===== config.mk =====
export PLATFORM = sky130hd
export DESIGN_NAME = count_enable_conditioner
export DESIGN_NICKNAME = d
export VERILOG_FILES = /design/src/rtl/count_cond_pkg.sv /design/src/rtl/debounce_filter.sv /design/src/rtl/count_enable_conditioner.sv
export SDC_FILE = /design/constraint.sdc
export NUM_CORES = 1
export LEC_CHECK = 0
export CORE_MARGIN = 5
export CORE_UTILIZATION = 40
export CTS_CLUSTER_SIZE = 40
export DETAILED_ROUTE_END_ITERATION = 6
export PLACE_DENSITY = 0.65
export SLEW_MARGIN = 20
export SYNTH_ARGS = -nofsm -noshare
export SYNTH_HDL_FRONTEND = slang
export SYNTH_HIERARCHICAL = 1
export SYNTH_SLANG_ARGS = --single-unit
export TNS_END_PERCENT = 10

===== constraint.sdc =====
create_clock -name clk -period 3 [get_ports clk]
set_clock_uncertainty 0.2 [all_clocks]
set_input_delay 0.6 -clock clk [delete_from_list [all_inputs] [get_ports clk]]
set_output_delay 0.6 -clock clk [all_outputs]
set_load 0.01 [all_outputs]

===== src/rtl/count_cond_pkg.sv =====
// Shared types and sizing helpers for the count-enable conditioner.
package count_cond_pkg;

  typedef enum logic [1:0] {
    RELEASED  = 2'd0,
    HELD_WAIT = 2'd1,
    REPEAT    = 2'd2
  } cond_state_t;

  // Bits needed to hold values 0..max_val-1, never narrower than one bit.
  function automatic int unsigned cnt_width(input int unsigned max_val);
    return (max_val <= 1) ? 1 : $clog2(max_val);
  endfunction

  function automatic int unsigned max_u(input int unsigned a, input int unsigned b);
    return (a > b) ? a : b;
  endfunction

  function automatic bit params_ok(input int unsigned db, input int unsigned rd,
                                   input int unsigned rp);
    return (db >= 1) && (rd >= 1) && (rp >= 1);
  endfunction

endpackage


===== src/rtl/debounce_filter.sv =====
// Two-flop synchroniser plus debounce counter; emits the accepted level and
// single-cycle strobes that line up with the edge where the level changes.
module debounce_filter
  import count_cond_pkg::*;
#(
  parameter int unsigned DEBOUNCE_CYCLES = 16
) (
  input  logic clk,
  input  logic rst_n,
  input  logic btn_raw,
  output logic btn_level,
  output logic level_rise,
  output logic level_fall
);

  localparam int unsigned DBW = cnt_width(DEBOUNCE_CYCLES + 1);

  if (!params_ok(DEBOUNCE_CYCLES, 1, 1)) begin : g_bad_params
    $error("debounce_filter: DEBOUNCE_CYCLES must be >= 1");
  end

  logic [1:0]     sync_q, sync_d;
  logic           btn_level_q, btn_level_d;
  logic [DBW-1:0] db_cnt_q, db_cnt_d;
  logic           btn_sync;

  assign btn_sync = sync_q[1];

  // Threshold is DEBOUNCE_CYCLES so the level lands DEBOUNCE_CYCLES+2 edges
  // after the raw pin is first sampled.
  always_comb begin
    sync_d      = {sync_q[0], btn_raw};
    btn_level_d = btn_level_q;
    db_cnt_d    = '0;
    if (btn_sync != btn_level_q) begin
      if (db_cnt_q == DBW'(DEBOUNCE_CYCLES)) begin
        btn_level_d = ~btn_level_q;
      end else begin
        db_cnt_d = db_cnt_q + DBW'(1);
      end
    end
  end

  always_ff @(posedge clk or negedge rst_n) begin
    if (!rst_n) begin
      sync_q      <= '0;
      btn_level_q <= 1'b0;
      db_cnt_q    <= '0;
    end else begin
      sync_q      <= sync_d;
      btn_level_q <= btn_level_d;
      db_cnt_q    <= db_cnt_d;
    end
  end

  assign btn_level  = btn_level_q;
  assign level_rise = btn_level_d & ~btn_level_q;
  assign level_fall = ~btn_level_d & btn_level_q;

endmodule


===== src/rtl/count_enable_conditioner.sv =====
// Turns a raw push-button into a clean count enable: one pulse per press,
// optional hold-to-auto-repeat, or debounced level pass-through.
module count_enable_conditioner
  import count_cond_pkg::*;
#(
  parameter int unsigned DEBOUNCE_CYCLES = 16,
  parameter int unsigned REPEAT_DELAY    = 5000,
  parameter int unsigned REPEAT_PERIOD   = 1000
) (
  input  logic clk,
  input  logic rst_n,
  input  logic btn_raw,
  input  logic repeat_en,
  input  logic level_mode,
  output logic enable_out,
  output logic btn_level,
  output logic repeat_active
);

  localparam int unsigned TW = cnt_width(max_u(REPEAT_DELAY, REPEAT_PERIOD));
  localparam logic [TW-1:0] DELAY_LOAD  = TW'(REPEAT_DELAY - 1);
  localparam logic [TW-1:0] PERIOD_LOAD = TW'(REPEAT_PERIOD - 1);

  if (!params_ok(DEBOUNCE_CYCLES, REPEAT_DELAY, REPEAT_PERIOD)) begin : g_bad_params
    $error("count_enable_conditioner: all parameters must be >= 1");
  end

  logic level_rise, level_fall;

  debounce_filter #(
    .DEBOUNCE_CYCLES(DEBOUNCE_CYCLES)
  ) u_debounce (
    .clk       (clk),
    .rst_n     (rst_n),
    .btn_raw   (btn_raw),
    .btn_level (btn_level),
    .level_rise(level_rise),
    .level_fall(level_fall)
  );

  cond_state_t   state_q, state_d;
  logic [TW-1:0] timer_q, timer_d;
  logic          pulse_q, pulse_d;
  logic          repeat_active_q;

  // Release is checked first so it overrides a coincident timer expiry.
  always_comb begin
    state_d = state_q;
    timer_d = timer_q;
    pulse_d = 1'b0;
    if (level_fall) begin
      state_d = RELEASED;
      timer_d = '0;
    end else begin
      case (state_q)
        RELEASED: begin
          if (level_rise) begin
            pulse_d = 1'b1;
            timer_d = DELAY_LOAD;
            state_d = HELD_WAIT;
          end
        end
        HELD_WAIT: begin
          if (!repeat_en) begin
            timer_d = DELAY_LOAD;
          end else if (timer_q == '0) begin
            pulse_d = 1'b1;
            timer_d = PERIOD_LOAD;
            state_d = REPEAT;
          end else begin
            timer_d = timer_q - TW'(1);
          end
        end
        REPEAT: begin
          if (!repeat_en) begin
            timer_d = DELAY_LOAD;
            state_d = HELD_WAIT;
          end else if (timer_q == '0) begin
            pulse_d = 1'b1;
            timer_d = PERIOD_LOAD;
          end else begin
            timer_d = timer_q - TW'(1);
          end
        end
        default: begin
          state_d = RELEASED;
          timer_d = '0;
        end
      endcase
    end
  end

  always_ff @(posedge clk or negedge rst_n) begin
    if (!rst_n) begin
      state_q         <= RELEASED;
      timer_q         <= '0;
      pulse_q         <= 1'b0;
      repeat_active_q <= 1'b0;
    end else begin
      state_q         <= state_d;
      timer_q         <= timer_d;
      pulse_q         <= pulse_d;
      repeat_active_q <= (state_d == REPEAT);
    end
  end

  assign enable_out    = level_mode ? btn_level : pulse_q;
  assign repeat_active = repeat_active_q;

endmodule


==> results.yml <==
synth:
  ys_warn_count: 6
  syn_nets: 168
  synth_ff_type: "dfrtp_1"
  synthCells: 155
  yosysTopAreaCell: "dfrtp_1"
  synth_top_cells_by_area: "dfrtp_1 (42%), ha_1 (6.7%), o21ai_0 (4.4%), nand2_1 (3.3%), a21oi_1 (3.0%)"
  synth_cell_type_count: 45
  yosys.area.top_type_share_pct: 42.1
  async_reset_ff_share_pct: 100
  synth-edff-count: 0
  syn_area_um2: 1490
  synth_seq_cells: 25
  synth_area_per_cell_um2: 9.59
  synth_seq_area_share_pct: 42.1
cells_and_area:
  syn_to_final_growth_pct: 10.5
  final_cell_mix: "dfrtp_1 (25), o21ai_0 (13), nand2_1 (13)"
  layout.nets: 177
  layout_commonest_cell: "dfrtp_1"
  layout.cells.non_filler: 211
  fin_util_pct: 45.2
  diodes: 0
  drive_gt1_share_pct: 9.82
sta:
  slew_headroom_pct: 56.5
  finalHoldViolCount: 0
  fin_crit_sh_pct: 88.4
  worst_pin_slew_ns: 0.650
  min_period_ns: 2.65
  hold_ws_ns: 0.154
  rsz0062_at_grt: "no"
  fmax_ghz: 0.377
  slew_viol_final: 0
  tns_ns: 0
  setup_viol: 0
cts:
  cts_tree: "done"
  post_cts.repair.setup_buffers: 0
  clk_pin_slew_worst_paths_ns: 0.08
  cts_sinks: 25
  root_buffer: "clkbuf_8"
  htree_levels: 1
  numCtsBuffers: 3
  cts.hold.buffers_added: 0
  clk_latency_ns: 0.26
  clockBufferDepth: 2
  post_cts_resized: 0
worst_setup_path:
  path_buf_inv: 2
  cp_max_fo: 1
  cp-start-kind: "primary input"
  r2r-start: "u_debounce/db_cnt_q[0]"
  r2r_slack_ns: 0.44
  path_class: "in2out"
  path_cells: "clkdlybuf4s50_1 -> mux2_2 -> clkdlybuf4s50_1"
  worstSetupStartpoint: "level_mode"
  critical_path_required_ns: 2.20
  critPathMaxStageDelay_ns: 0.47
  slowest_stage: "clkdlybuf4s50_1"
  crit_arrival_ns: 1.85
  critPathTopFamily: "buffers and inverters"
  r2r_cells: 9
  r2r_end: "timer_q[4]"
  cp_common_cell: "clkdlybuf4s50_1"
  cp-end-kind: "primary output"
routing:
  vias_per_cell: 5.59
  routed-via-count: 1180
  ant_nets: 0
  drtPass1Iterations: 4
  drtIter0Drc: 54
  wl_um: 2990
  drc: 0
  wl_per_cell_um: 14.2
pwr:
  p_leak_nw: 0.705
  pwr-share-clk_pct: 34.5
  p_seq_share_pct: 60.1
  power_switching_mw: 0.126
  p_comb_share_pct: 5.4
  intPower_mw: 0.451
  irDropWorstVdd_uv: 253
  power_density_nw_per_um2: 351
  p_sw_share_pct: 21.8
worst_hold_path:
  min_path_cells: 0
  min_path_type: "reg2reg"
  hold_path_end: "u_debounce/sync_q[1]"
  worstHoldStart: "u_debounce/sync_q[0]"
placement:
  dpl.hpwl_um: 2260
  port_buffers: 7
  gp_congestion: 0.882
  place_inst: 207
global_routing:
  grt_pass1_vias: 1159
  grt_usage_pct: 12.3
  gr-total-overflow: 0
  grt_pass1_wl_um: 5130
  grt_max_degree: 26
  antenna_found_initial: 0
floorplanning:
  pin_count: 8
  row_count: 22
  die_h_um: 71.0
  core_area_um2: 3630
  die_area_um2: 5040
  start_util_pct: 40.9
  dieWidth_um: 71.0
status:
  status: "completed"
flow_run:
  cap_violations: 0
## worst reg2reg max path, stage by stage, from the launching register on
cell and delay [ns]:
dfrtp_1 0.42, inv_1 0.07, ha_1 0.19, nand4bb_4 0.16, nor3b_1 0.36, nor2_1 0.20
and3_1 0.30, and3_1 0.28, a22oi_1 0.19, o21ai_1 0.09
## per-stage QoR
stage | area (um^2) | setup WS, ns | power [mW]
floorplan | 1490 | 0.658 | 0.367
global placement | 1600 | 0.343 | 0.384
detailed placement | 1600 | 0.337 | 0.386
CTS | 1640 | 0.338 | 0.585
global route | 1640 | 0.179 | 0.601
finish | 1640 | 0.347 | 0.577
## sequential cells by signal, summed over array words and instances (netlist names)
signal                count
pulse_q                   1
u_debounce/btn_level      1
repeat_active             1
u_debounce/db_cnt_q       5
u_debounce/sync_q         2
state_q                   2
timer_q                  13
## synth_stat cells (2+ instances only)
cell       number
dfrtp_1        25
nand2_1        13
o21ai_0        13
nor2_1         11
a21oi_1         9
inv_1           9
ha_1            8
nand3_1         8
and3_1          4
nor3_1          4
a221o_1         3
a22oi_1         3
buf_2           3
a21o_1          2
a31oi_1         2
and2_1          2
nor3b_1         2
nor4_1          2
o21ai_1         2
o2bb2ai_1       2
o31ai_1         2
xnor2_1         2
xor2_1          2
## worst max-delay path by stage
stage | end | slack, ns | depth (start not counted)
2_1_floorplan | timer_q[3] | 0.66 | 11
3_3_place_gp | enable_out | 0.34 | 3
3_5_place_dp | enable_out | 0.34 | 3
4_1_cts | enable_out | 0.34 | 3
5_1_grt | timer_q[11] | 0.18 | 9
6_report | enable_out | 0.35 | 3
## area by class of cell
cell class | count | area [um^2]
tap | 48 | 60.1
timing repair buffer | 8 | 77.6
fill | 374 | 1990
inverter | 9 | 33.8
sequential | 25 | 626
multi-input combinational | 117 | 801
clock buffer | 4 | 45.0
## power groups by stage
stage	sequential [mW]	clock (mW)	combinational (mW)
after floorplan	0.353	0	0.0145
after global placement	0.353	0	0.0306
after detailed placement	0.354	0	0.0320
after CTS	0.347	0.206	0.0323
after global routing	0.348	0.218	0.0357
final	0.347	0.199	0.0310
## cells by family (layout without fill, tap and decap cells)
| logic type | Yosys count | count (layout) | synth area share [%] |
|---|---|---|---|
| simple gates | 58 | 58 | 23.3 |
| compound gates | 44 | 44 | 19.0 |
| flops | 25 | 25 | 42.1 |
| buf+inv | 13 | 21 | 4.04 |
| fa+ha+maj | 8 | 8 | 6.73 |
| xor+xnor | 4 | 4 | 2.36 |
| mux | 3 | 3 | 2.44 |
## routing by layer
metal	vias to the layer above	global-route usage (%)	routed length (um)
met1	578	15.7	1370
met2	26	21.2	1510
met4	0	4.38	0
li1	576	-	-
met5	-	0	0
met3	0	1.85	108
Note: power is estimated with default switching activity, not from simulation.
